`src/rtl/md_sched.sv`:
```
// Multiply/divide scheduler: tracks the MD unit's busy window and drives the pipeline stall controls.
// Accept is combinational; the busy window is MULT_CYC or DIV_CYC cycles; the hazard outputs are combinational.
module md_sched #(
  parameter int unsigned MULT_CYC = 5,
  parameter int unsigned DIV_CYC  = 10
) (
  input  logic        clk,
  input  logic        reset,
  input  logic        md_start_E,
  input  logic [1:0]  md_op_E,
  input  logic        md_use_D,
  input  logic        stall_haz,
  output logic        md_go,
  output logic [1:0]  md_op_q,
  output logic        md_busy,
  output logic        hilo_we,
  output logic        En_PC,
  output logic        En_RegFD,
  output logic        Clr_RegDE,
  output logic [31:0] stall_cnt
);

  typedef enum logic {IDLE, RUN} state_t;

  localparam logic [3:0] MULT_LD = 4'(MULT_CYC);
  localparam logic [3:0] DIV_LD  = 4'(DIV_CYC);

  state_t      state_q, state_d;
  logic [3:0]  cnt_q, cnt_d;
  logic [1:0]  op_q, op_d;
  logic [31:0] stall_cnt_q, stall_cnt_d;
  logic        go, last, stall_md, stall;

  always_ff @(posedge clk) begin
    if (reset) begin
      state_q     <= IDLE;
      cnt_q       <= 4'd0;
      op_q        <= 2'b00;
      stall_cnt_q <= 32'd0;
    end else begin
      state_q     <= state_d;
      cnt_q       <= cnt_d;
      op_q        <= op_d;
      stall_cnt_q <= stall_cnt_d;
    end
  end

  always_comb begin
    state_d = state_q;
    cnt_d   = cnt_q;
    op_d    = op_q;
    go      = 1'b0;
    last    = 1'b0;
    case (state_q)
      IDLE: begin
        if (md_start_E) begin
          go      = 1'b1;
          op_d    = md_op_E;
          cnt_d   = md_op_E[1] ? DIV_LD : MULT_LD;
          state_d = RUN;
        end
      end
      RUN: begin
        // A start seen here can only come from a defective upstream; it is dropped.
        cnt_d = cnt_q - 4'd1;
        if (cnt_q == 4'd1) begin
          last    = 1'b1;
          state_d = IDLE;
        end
      end
      default: state_d = IDLE;
    endcase
  end

  // Every pulse and stall output is forced quiet while reset is asserted.
  assign md_go     = go & ~reset;
  assign hilo_we   = last & ~reset;
  assign md_busy   = (state_q == RUN) & ~reset;
  assign stall_md  = md_use_D & (md_start_E | md_busy);
  assign stall     = (stall_md | stall_haz) & ~reset;

  assign En_PC     = ~stall;
  assign En_RegFD  = ~stall;
  assign Clr_RegDE = stall;
  assign md_op_q   = op_q;
  assign stall_cnt = stall_cnt_q;

  assign stall_cnt_d = (stall && (stall_cnt_q != 32'hFFFF_FFFF)) ? stall_cnt_q + 32'd1
                                                                  : stall_cnt_q;

endmodule
```
`config.mk`:
```
export PLATFORM = sky130hd
export DESIGN_NAME = md_sched
export DESIGN_NICKNAME = d
export VERILOG_FILES = /design/src/rtl/md_sched.sv
export SDC_FILE = /design/constraint.sdc
export NUM_CORES = 1
export LEC_CHECK = 0
export CAP_MARGIN = 20
export CORE_MARGIN = 2
export CORE_UTILIZATION = 35
export DETAILED_ROUTE_END_ITERATION = 10
export GPL_ROUTABILITY_DRIVEN = 1
export SKIP_LAST_GASP = 1
export SYNTH_ARGS = -nofsm -noshare
export SYNTH_HDL_FRONTEND = slang
export SYNTH_SLANG_ARGS = --single-unit
```
`constraint.sdc`:
```
create_clock -name clk -period 2.2 [get_ports clk]
set_input_delay 0.55 -clock clk [delete_from_list [all_inputs] [get_ports clk]]
set_output_delay 0.55 -clock clk [all_outputs]
set_load 0.02 [all_outputs]
```
=== Word level (Yosys, flattened, before mapping) ===
Index checks and enable logic that the tools add are counted.

* Add/subtract/negate cells: 2
* Equal/unequal tests: 3
* Mux-type cells: 9
* Bitwise operators: 10
* Reductions and logical operators: 2

{| class="wikitable"
|+ Operator list
! cell !! count
|-
| adder 32 x 1 -> 32 bit, second input constant || 1
|-
| != test 32 bit, second input constant || 1
|-
| two-way mux 4 bit || 2
|-
| case mux 4 bit (2 select lines) || 1
|-
| AND 1 bit || 5
|-
| two-way mux 1 bit || 5
|-
| equality test 4 x 1 -> 1 bit, second input constant || 1
|-
| subtractor 4 x 1 -> 4 bit, second input constant || 1
|-
| NOT 1 bit || 3
|-
| != test 2 bit, second input constant || 1
|-
| bitwise OR 1 bit || 2
|-
| case mux 1 bit (2 select lines) || 1
|-
| AND reduction 2 bit || 1
|-
| logical AND 1 bit || 1
|}

* Flip-flop bits (word level): 39
* Input port bits: 7
* Output and inout bits: 40
* Word-level logic and storage cells: 30

=== Depth between registers and ports, before layout ===
Gate-level depths: netlist (run 1).

* Depth after elaboration: 7
* Depth in mapped cells: 8
* Depth with buffers taken out: 6

=== Least setup slack after synthesis (run 1) ===
No wires, ideal clock.

* Path kind: input-to-reg
* From: in md_start_E
* To: reg stall_cnt_q[25] (netlist: stall_cnt[25])
* Library setup time: 121 ps
* Arrival time: 2315 ps
* Data required time: 2079 ps
* Path slack: -236 ps
* Cell stages on the path: 8
* Buffers on the path: 2
* Cell sequence: clkbuf_1 -> o21a_1 -> o21bai_1 -> inv_2 -> o2111ai_2 -> buf_6 -> nor4_2 -> mux2_4

* Longest elaborated chain between the ends: 5

{| class="wikitable"
|+ RTL lines
! what !! line !! RTL
|-
| start, declared || 9 || <nowiki>input logic md_start_E,</nowiki>
|-
| bitwise OR 1 bit || 79 || <nowiki>assign stall_md = md_use_D & (md_start_E | md_busy);</nowiki>
|-
| AND 1 bit || 79 ||
|-
| bitwise OR 1 bit || 80 || <nowiki>assign stall = (stall_md | stall_haz) & ~reset;</nowiki>
|-
| AND 1 bit || 80 ||
|-
| net Clr_RegDE || 19 || <nowiki>output logic Clr_RegDE,</nowiki>
|-
| logical AND 1 bit || 88 || <nowiki>assign stall_cnt_d = (stall && (stall_cnt_q != 32'hFFFF_FFFF)) ? stall_cnt_q + 32'd1</nowiki>
|-
| end signal, assigned || 44 || <nowiki>stall_cnt_q <= stall_cnt_d;</nowiki>
|-
| end, declared || 31 || <nowiki>logic [31:0] stall_cnt_q, stall_cnt_d;</nowiki>
|}

The timed path passes the listed nets, and every way through them passes these cells.
A chain may end at the register's enable or synchronous reset.

=== Worst setup path after layout (run 1) ===
* From: in md_use_D
* To: out En_PC

* Longest elaborated chain between the ends: 4

{| class="wikitable"
|+ RTL lines
! what !! line !! RTL
|-
| start, declared || 11 || <nowiki>input logic md_use_D,</nowiki>
|-
| AND 1 bit || 79 ||
|-
| bitwise OR 1 bit || 80 ||
|-
| AND 1 bit || 80 ||
|-
| NOT 1 bit || 82 || <nowiki>assign En_PC = ~stall;</nowiki>
|-
| end, declared || 17 || <nowiki>output logic En_PC,</nowiki>
|}

No other way between the ends.

==> flow_summary.ini, run 1 <==
[outcome]
outcome = finished, violations left
violations = setup timing

[synthesis]
synth_top_cell_area_share_pct = 38.40
synthCells = 244
synth.distinct_cells = 45
synth_most_common_cell = dfxtp_1
postSynthAreaPerCell_um2 = 8.333
synth_seq_area_share_pct = 38.40
yosys-top-cells-area = dfxtp_1, a21oi_1, or3_1
synthArstFlopShare_pct = 0
synth.largest_area_cell = dfxtp_1
syn_nets = 254
ys_warn_count = 0
synth_commonest_cells = dfxtp_1, a21oi_1, nor2_1
synth_edf_count = 0
synth_ff_type = dfxtp_1
ys_seq_elements = 39
netlist_area_um2 = 2033

[detailed_routing]
num_vias = 2110
avgRoutedWirePerCell_um = 13.87
drc = 0
drt_pass1_iterations = 4
via_per_inst = 5.466
antenna_left = 0
drtIter0Drc = 65
wl_mm = 5.353

[pwr]
pwr-share-seq_pct = 52.8
totalPowerFinal_w = 0.001412
static-leakage-power_nw = 0.9758
p_clk_share_pct = 32.5
peakVddDrop_mv = 0.2461
pwr-share-comb_pct = 14.7
p_sw_w = 0.0003698
swShare_pct = 26.19
p_int_w = 0.001042
power_density_nw_per_um2 = 487.9

[floorplanning]
fp-row-count = 27
die_h_um = 80.22
dieWidth_um = 80.22
pin_count = 47
fp.coreArea_um2 = 5574
die_area_um2 = 6434
initial_core_util_pct = 36.48

[worst_setup_path]
crit_path_start_kind = primary input
end_kind = primary output
r2r_start = stall_cnt[0]
arrival_ps = 1650
worstSetupPathType = primary input to primary output
r2r_slack_ps = 100
r2r-end = stall_cnt[22]
required_ps = 1650
reg2reg_depth = 7
critPathMaxFanout = 4

[clock_tree]
clock_sinks = 39
cts_buffers = 5
cts_hold_buffers = 0
insertion_delay_ps = 290
cts.path.max_buffers = 2
cts-root-buf = clkbuf_8
path_clk_slew_ps = 70
htreeDepth = 2
cts_setup_buffers = 0
cts_tree = built

[global_routing]
grt_max_degree = 43
gr-total-overflow = 0
met1_usage_pct = 22.54
grt_pass1_vias = 1956
grt.busiest_layer = met2
gr-usage-met3_pct = 3.371
use_met2_pct = 27.08
antenna_found_initial = 0
groute.usage.overall_pct = 17.14
grt_pass1_wl_mm = 8.714

[sta]
setup_slack_ps = -4.841
timing.final.crit_share_pct = 100.2
rsz0062_at_grt = true
relSlewSlack_pct = 71.28
worst_slew_pin_slew_ps = 430.8
setup_viol = 2
period_minus_slack_ps = 2205
final_hold_viol_count = 0
fmax_ghz = 0.4535
fin_skew_ps = 7.304
drv_slew = 0

[min_path]
min_from = md_op_q[1]
hold_path_class = register to register
hold_end = md_op_q[1]
worstHoldPathCells = 2

[place]
portBuffers = 46
pre_cts_ws_ps = -375.3
place_congestion = 0.7965
placed_cells = 378
dp_hpwl_mm = 3.754

[cells_and_area]
area_growth_pct = 42.34
fin_cells = 386
drive_gt1_share_pct = 18.47
fin_nets = 323
diodes = 0

[run]
max_cap_violations = 0
==> registers in the layout, summed over array words and instances, names as in the netlist <==
| register | count |
|---|---|
| state_q | 1 |
| md_op_q | 2 |
| stall_cnt | 32 |
| cnt_q | 4 |
==> layout make-up <==
| type | count | area, µm² |
|---|---|---|
| fill | 558 | 2680 |
| multi-input combinational | 180 | 1214 |
| sequential | 39 | 788.3 |
| timing repair buffer | 75 | 676.9 |
| tap | 72 | 90.09 |
| clock buffer | 6 | 72.57 |
| inverter | 12 | 45.04 |
| clock inverter | 2 | 7.507 |
==> critical path, stage by stage <==
cell             delay, ps
clkdlybuf4s50_1        400
o21a_1                 130
o21bai_4               210
dlygate4sd2_1          360
==> cell families (layout without fill, tap and decap cells) <==
| kind of cell | count (synthesis) | after routing | share of synthesized area [%] |
|---|---|---|---|
| simple gates | 104 | 104 | 29.66 |
| mux | 7 | 7 | 4.000 |
| fa+ha+maj | 3 | 3 | 1.846 |
| flops | 39 | 39 | 38.40 |
| buf+inv | 25 | 95 | 5.600 |
| xor+xnor | 7 | 7 | 3.015 |
| compound gates | 59 | 59 | 17.48 |
==> through the flow <==
stage                     instance area, µm²  setup TNS (ps)  hold WS [ps]  utilization (%)
after floorplan                         2066               0         523.2                -
after global placement                  2776           -4755         443.5            49.81
after detailed placement                2776           -5715         456.6            49.81
after CTS                               2853          -32.50         466.9            51.18
after global routing                    2894          -135.3         505.3            51.92
final                                   2894          -8.624         466.5            51.92
==> power by group through the flow <==
| stage | Sequential [W] | Clock, W | Combinational (W) |
|---|---|---|---|
| after global placement | 0.000760 | 0 | 0.000211 |
| after floorplan | 0.000775 | 0 | 0.000106 |
| after detailed placement | 0.000761 | 0 | 0.000213 |
| after global routing | 0.000749 | 0.000495 | 0.000231 |
| final | 0.000745 | 0.000459 | 0.000208 |
| after CTS | 0.000744 | 0.000482 | 0.000208 |
==> how the worst max path moves through the flow <==
| stage | depth (start not counted) | to | start |
|---|---|---|---|
| finish | 4 | En_PC | md_use_D |
| global route | 4 | En_PC | md_use_D |
| CTS | 4 | En_PC | md_use_D |
| detailed placement | 4 | En_PC | md_start_E |
| global placement | 4 | En_PC | md_start_E |
| floorplan | 8 | stall_cnt[27] | md_start_E |
==> per-layer routing <==
layer	vias up	part of all wire, %
met5	-	0
met1	985	50
met4	0	2.4
met2	61	43
met3	19	4.5
li1	1045	-
==> placed cells by master (no fill, tap or decap), drive strengths merged <==
| master | instances |
|---|---|
| xor2 | 5 |
| clkbuf | 7 |
| nand2 | 12 |
| dlygate4sd2 | 5 |
| nand3 | 13 |
| mux2 | 3 |
| a21oi | 22 |
| nor2b | 4 |
| o31ai | 9 |
| nor3 | 3 |
| nor2 | 19 |
| or3 | 13 |
| and2 | 1 |
| buf | 30 |
| clkinv | 2 |
| or2 | 2 |
| a211oi | 3 |
| nand2b | 2 |
| or4 | 9 |
| nor4b | 1 |
| o211ai | 2 |
| a211o | 1 |
| o21bai | 1 |
| xnor2 | 2 |
| ha | 3 |
| dfxtp | 39 |
| nand3b | 1 |
| o21a | 1 |
| o2111ai | 2 |
| nand4 | 10 |
| o22ai | 2 |
| mux2i | 4 |
| o21ai | 16 |
| and4 | 6 |
| nor4 | 6 |
| and3 | 1 |
| nor3b | 1 |
| inv | 12 |
| clkdlybuf4s50 | 39 |
==> repair_timing <==
action,4_1_cts,5_1_grt
pin swaps,2,2
setup endpoints to repair,7,25
gates resized for setup,13,10
(Power assumes the default switching activity.)
==> run 2: changes to the inputs <==
--- a/config.mk
+++ b/config.mk
@@ -5,11 +5,13 @@
 export SDC_FILE = /design/constraint.sdc
 export NUM_CORES = 1
 export LEC_CHECK = 0
+export ABC_AREA = 0
 export CAP_MARGIN = 20
 export CORE_MARGIN = 2
 export CORE_UTILIZATION = 35
 export DETAILED_ROUTE_END_ITERATION = 10
 export GPL_ROUTABILITY_DRIVEN = 1
+export REMOVE_ABC_BUFFERS = 1
 export SKIP_LAST_GASP = 1
 export SYNTH_ARGS = -nofsm -noshare
 export SYNTH_HDL_FRONTEND = slang
==> run 2 against run 1 <==
The flow now finishes without violations. Cell count is 0.78% higher. Via count down 4.2%. Sequential power decreased by 0.5%. Count of clock-buffer cells in the layout is 1 higher. Largest cell class unchanged.
==> flow_summary.ini, run 2 (synthesis results as in run 1) <==
[outcome]
outcome = finished, final reports clean

[sta]
drv_slew = 0
worst_slew_pin_slew_ps = 434.5
rsz0062_at_grt = true
fmax_ghz = 0.4642
setup_viol = 0
timing.final.crit_share_pct = 97.93
period_minus_slack_ps = 2154
fin_setup_tns_ps = 0
fin_skew_ps = 7.015
final_hold_viol_count = 0
relSlewSlack_pct = 71.04

[global_routing]
grt_max_degree = 41
grt_pass1_wl_mm = 8.514
gr-total-overflow = 0
antenna_found_initial = 0
groute.usage.overall_pct = 16.84
grt_pass1_vias = 1826

[detailed_routing]
via_per_inst = 5.198
avgRoutedWirePerCell_um = 13.44
num_vias = 2022
drtIter0Drc = 86
wl_mm = 5.230
antenna_left = 0
drc = 0
drt_pass1_iterations = 4

[place]
portBuffers = 46
place_area_um2 = 2748
place_congestion = 0.8296
dp_hpwl_mm = 3.772

[run]
max_cap_violations = 0

[clock_tree]
cts_buffers = 5
htreeDepth = 2
insertion_delay_ps = 290
cts.path.max_buffers = 2
clock_sinks = 39
path_clk_slew_ps = 80
cts_tree = built
cts-root-buf = clkbuf_8

[cells_and_area]
area_growth_pct = 40.68
fill_cells = 581
seq_area_um2 = 780.7
multiInputGateArea_um2 = 1182
fin_nets = 326
diodes = 0
fin_area_um2 = 2860
drive_gt1_share_pct = 18.93
most-common-layout-cells = dfxtp_1, clkdlybuf4s50_1, buf_4
fin_util_pct = 51.31
largest_reg_flops = 32

[min_path]
min_from = md_op_q[1]
worstHoldPathCells = 2
hold_end = md_op_q[1]
hold_path_class = register to register

[worst_setup_path]
r2r_slack_ps = 100
reg2reg_depth = 7
end_kind = primary output
critPathMaxFanout = 4
cp_cell_sequence = clkdlybuf4s50_1 -> o21a_1 -> o21bai_4 -> inv_2 -> buf_2
worstSetupPathType = primary input to primary output
cpLargestDelayFamily = buffers and inverters
required_ps = 1650
cp_num_buf_inv = 3
arrival_ps = 1600
slowest_delay_ps = 430
r2r-end = stall_cnt[22]
crit_path_start_kind = primary input
cp_slowest_cell = clkdlybuf4s50_1
r2r_start = stall_cnt[0]
crit_start = md_start_E

[pwr]
static-leakage-power_nw = 0.9872
peakVddDrop_mv = 0.3385
power_density_nw_per_um2 = 494.8

[floorplanning]
die_h_um = 80.22
pin_count = 47
fp.coreArea_um2 = 5574
fp-row-count = 27
dieWidth_um = 80.22
die_area_um2 = 6434
initial_core_util_pct = 36.48
[run 2: worst register-to-register path, delay by kind of cell (launching register included)]
| kind | cells | cell delay, ps |
|---|---|---|
| flip-flops | 1 | 340 |
| AND/OR/NAND/NOR | 4 | 1110 |
| buffers and inverters | 1 | 170 |
| adder cells (fa/ha/maj) | 1 | 200 |
| multiplexers | 1 | 150 |
[run 2: routing by layer]
layer / GRT usage (%) / part of all wire, % / wire, µm
met1: 22.58 / 49 / 2546
met2: 26.75 / 46 / 2426
met3: 3.596 / 3.8 / 200
met4: 5.593 / 1.1 / 57
met5: 0 / 0 / 0
[run 2: per-stage QoR]
| stage | power [W] | hold WS (ps) | worst slack (ps) | instances |
|---|---|---|---|---|
| after global routing | 0.001481 | 490.3 | -1.445 | 389 |
| after floorplan | 0.0008542 | 520.4 | -392.9 | 231 |
| after detailed placement | 0.0009666 | 461.9 | -571.1 | 380 |
| final | 0.001415 | 463.6 | 45.54 | 389 |
| after global placement | 0.0009620 | 450.9 | -576.9 | 380 |
| after CTS | 0.001432 | 472.7 | -14.98 | 388 |
[run 2: worst max-delay path by stage]
stage / end / slack (ps) / cells past startpoint
finish: Clr_RegDE / 50 / 5
global route: stall_cnt[17] / -1 / 7
detailed placement: En_RegFD / -570 / 4
CTS: En_RegFD / -10 / 4
global placement: En_RegFD / -580 / 4
floorplan: stall_cnt[3] / -390 / 6
[run 2: repair_timing]
| action | 4_1_cts | 5_1_grt |
|---|---|---|
| hold buffers | 0 | 0 |
| setup buffers | 0 | 1 |
| pin swaps | 0 | 2 |
| setup endpoints to repair | 15 | 23 |
| resized for setup | 20 | 12 |
[run 2: layout make-up]
cell class	count	area share, %
Multi-Input combinational cell	180	41.34
Timing Repair Buffer	78	23.80
Inverter	12	1.575
Clock buffer	7	2.668
Tap cell	72	3.150
Sequential cell	39	27.30
Clock inverter	1	0.1750
[run 2: power breakdown]
part / switching (W) / internal, W
registers: 0.0000148 / 0.000726
clock network: 0.000246 / 0.000223
logic: 0.000112 / 0.0000931
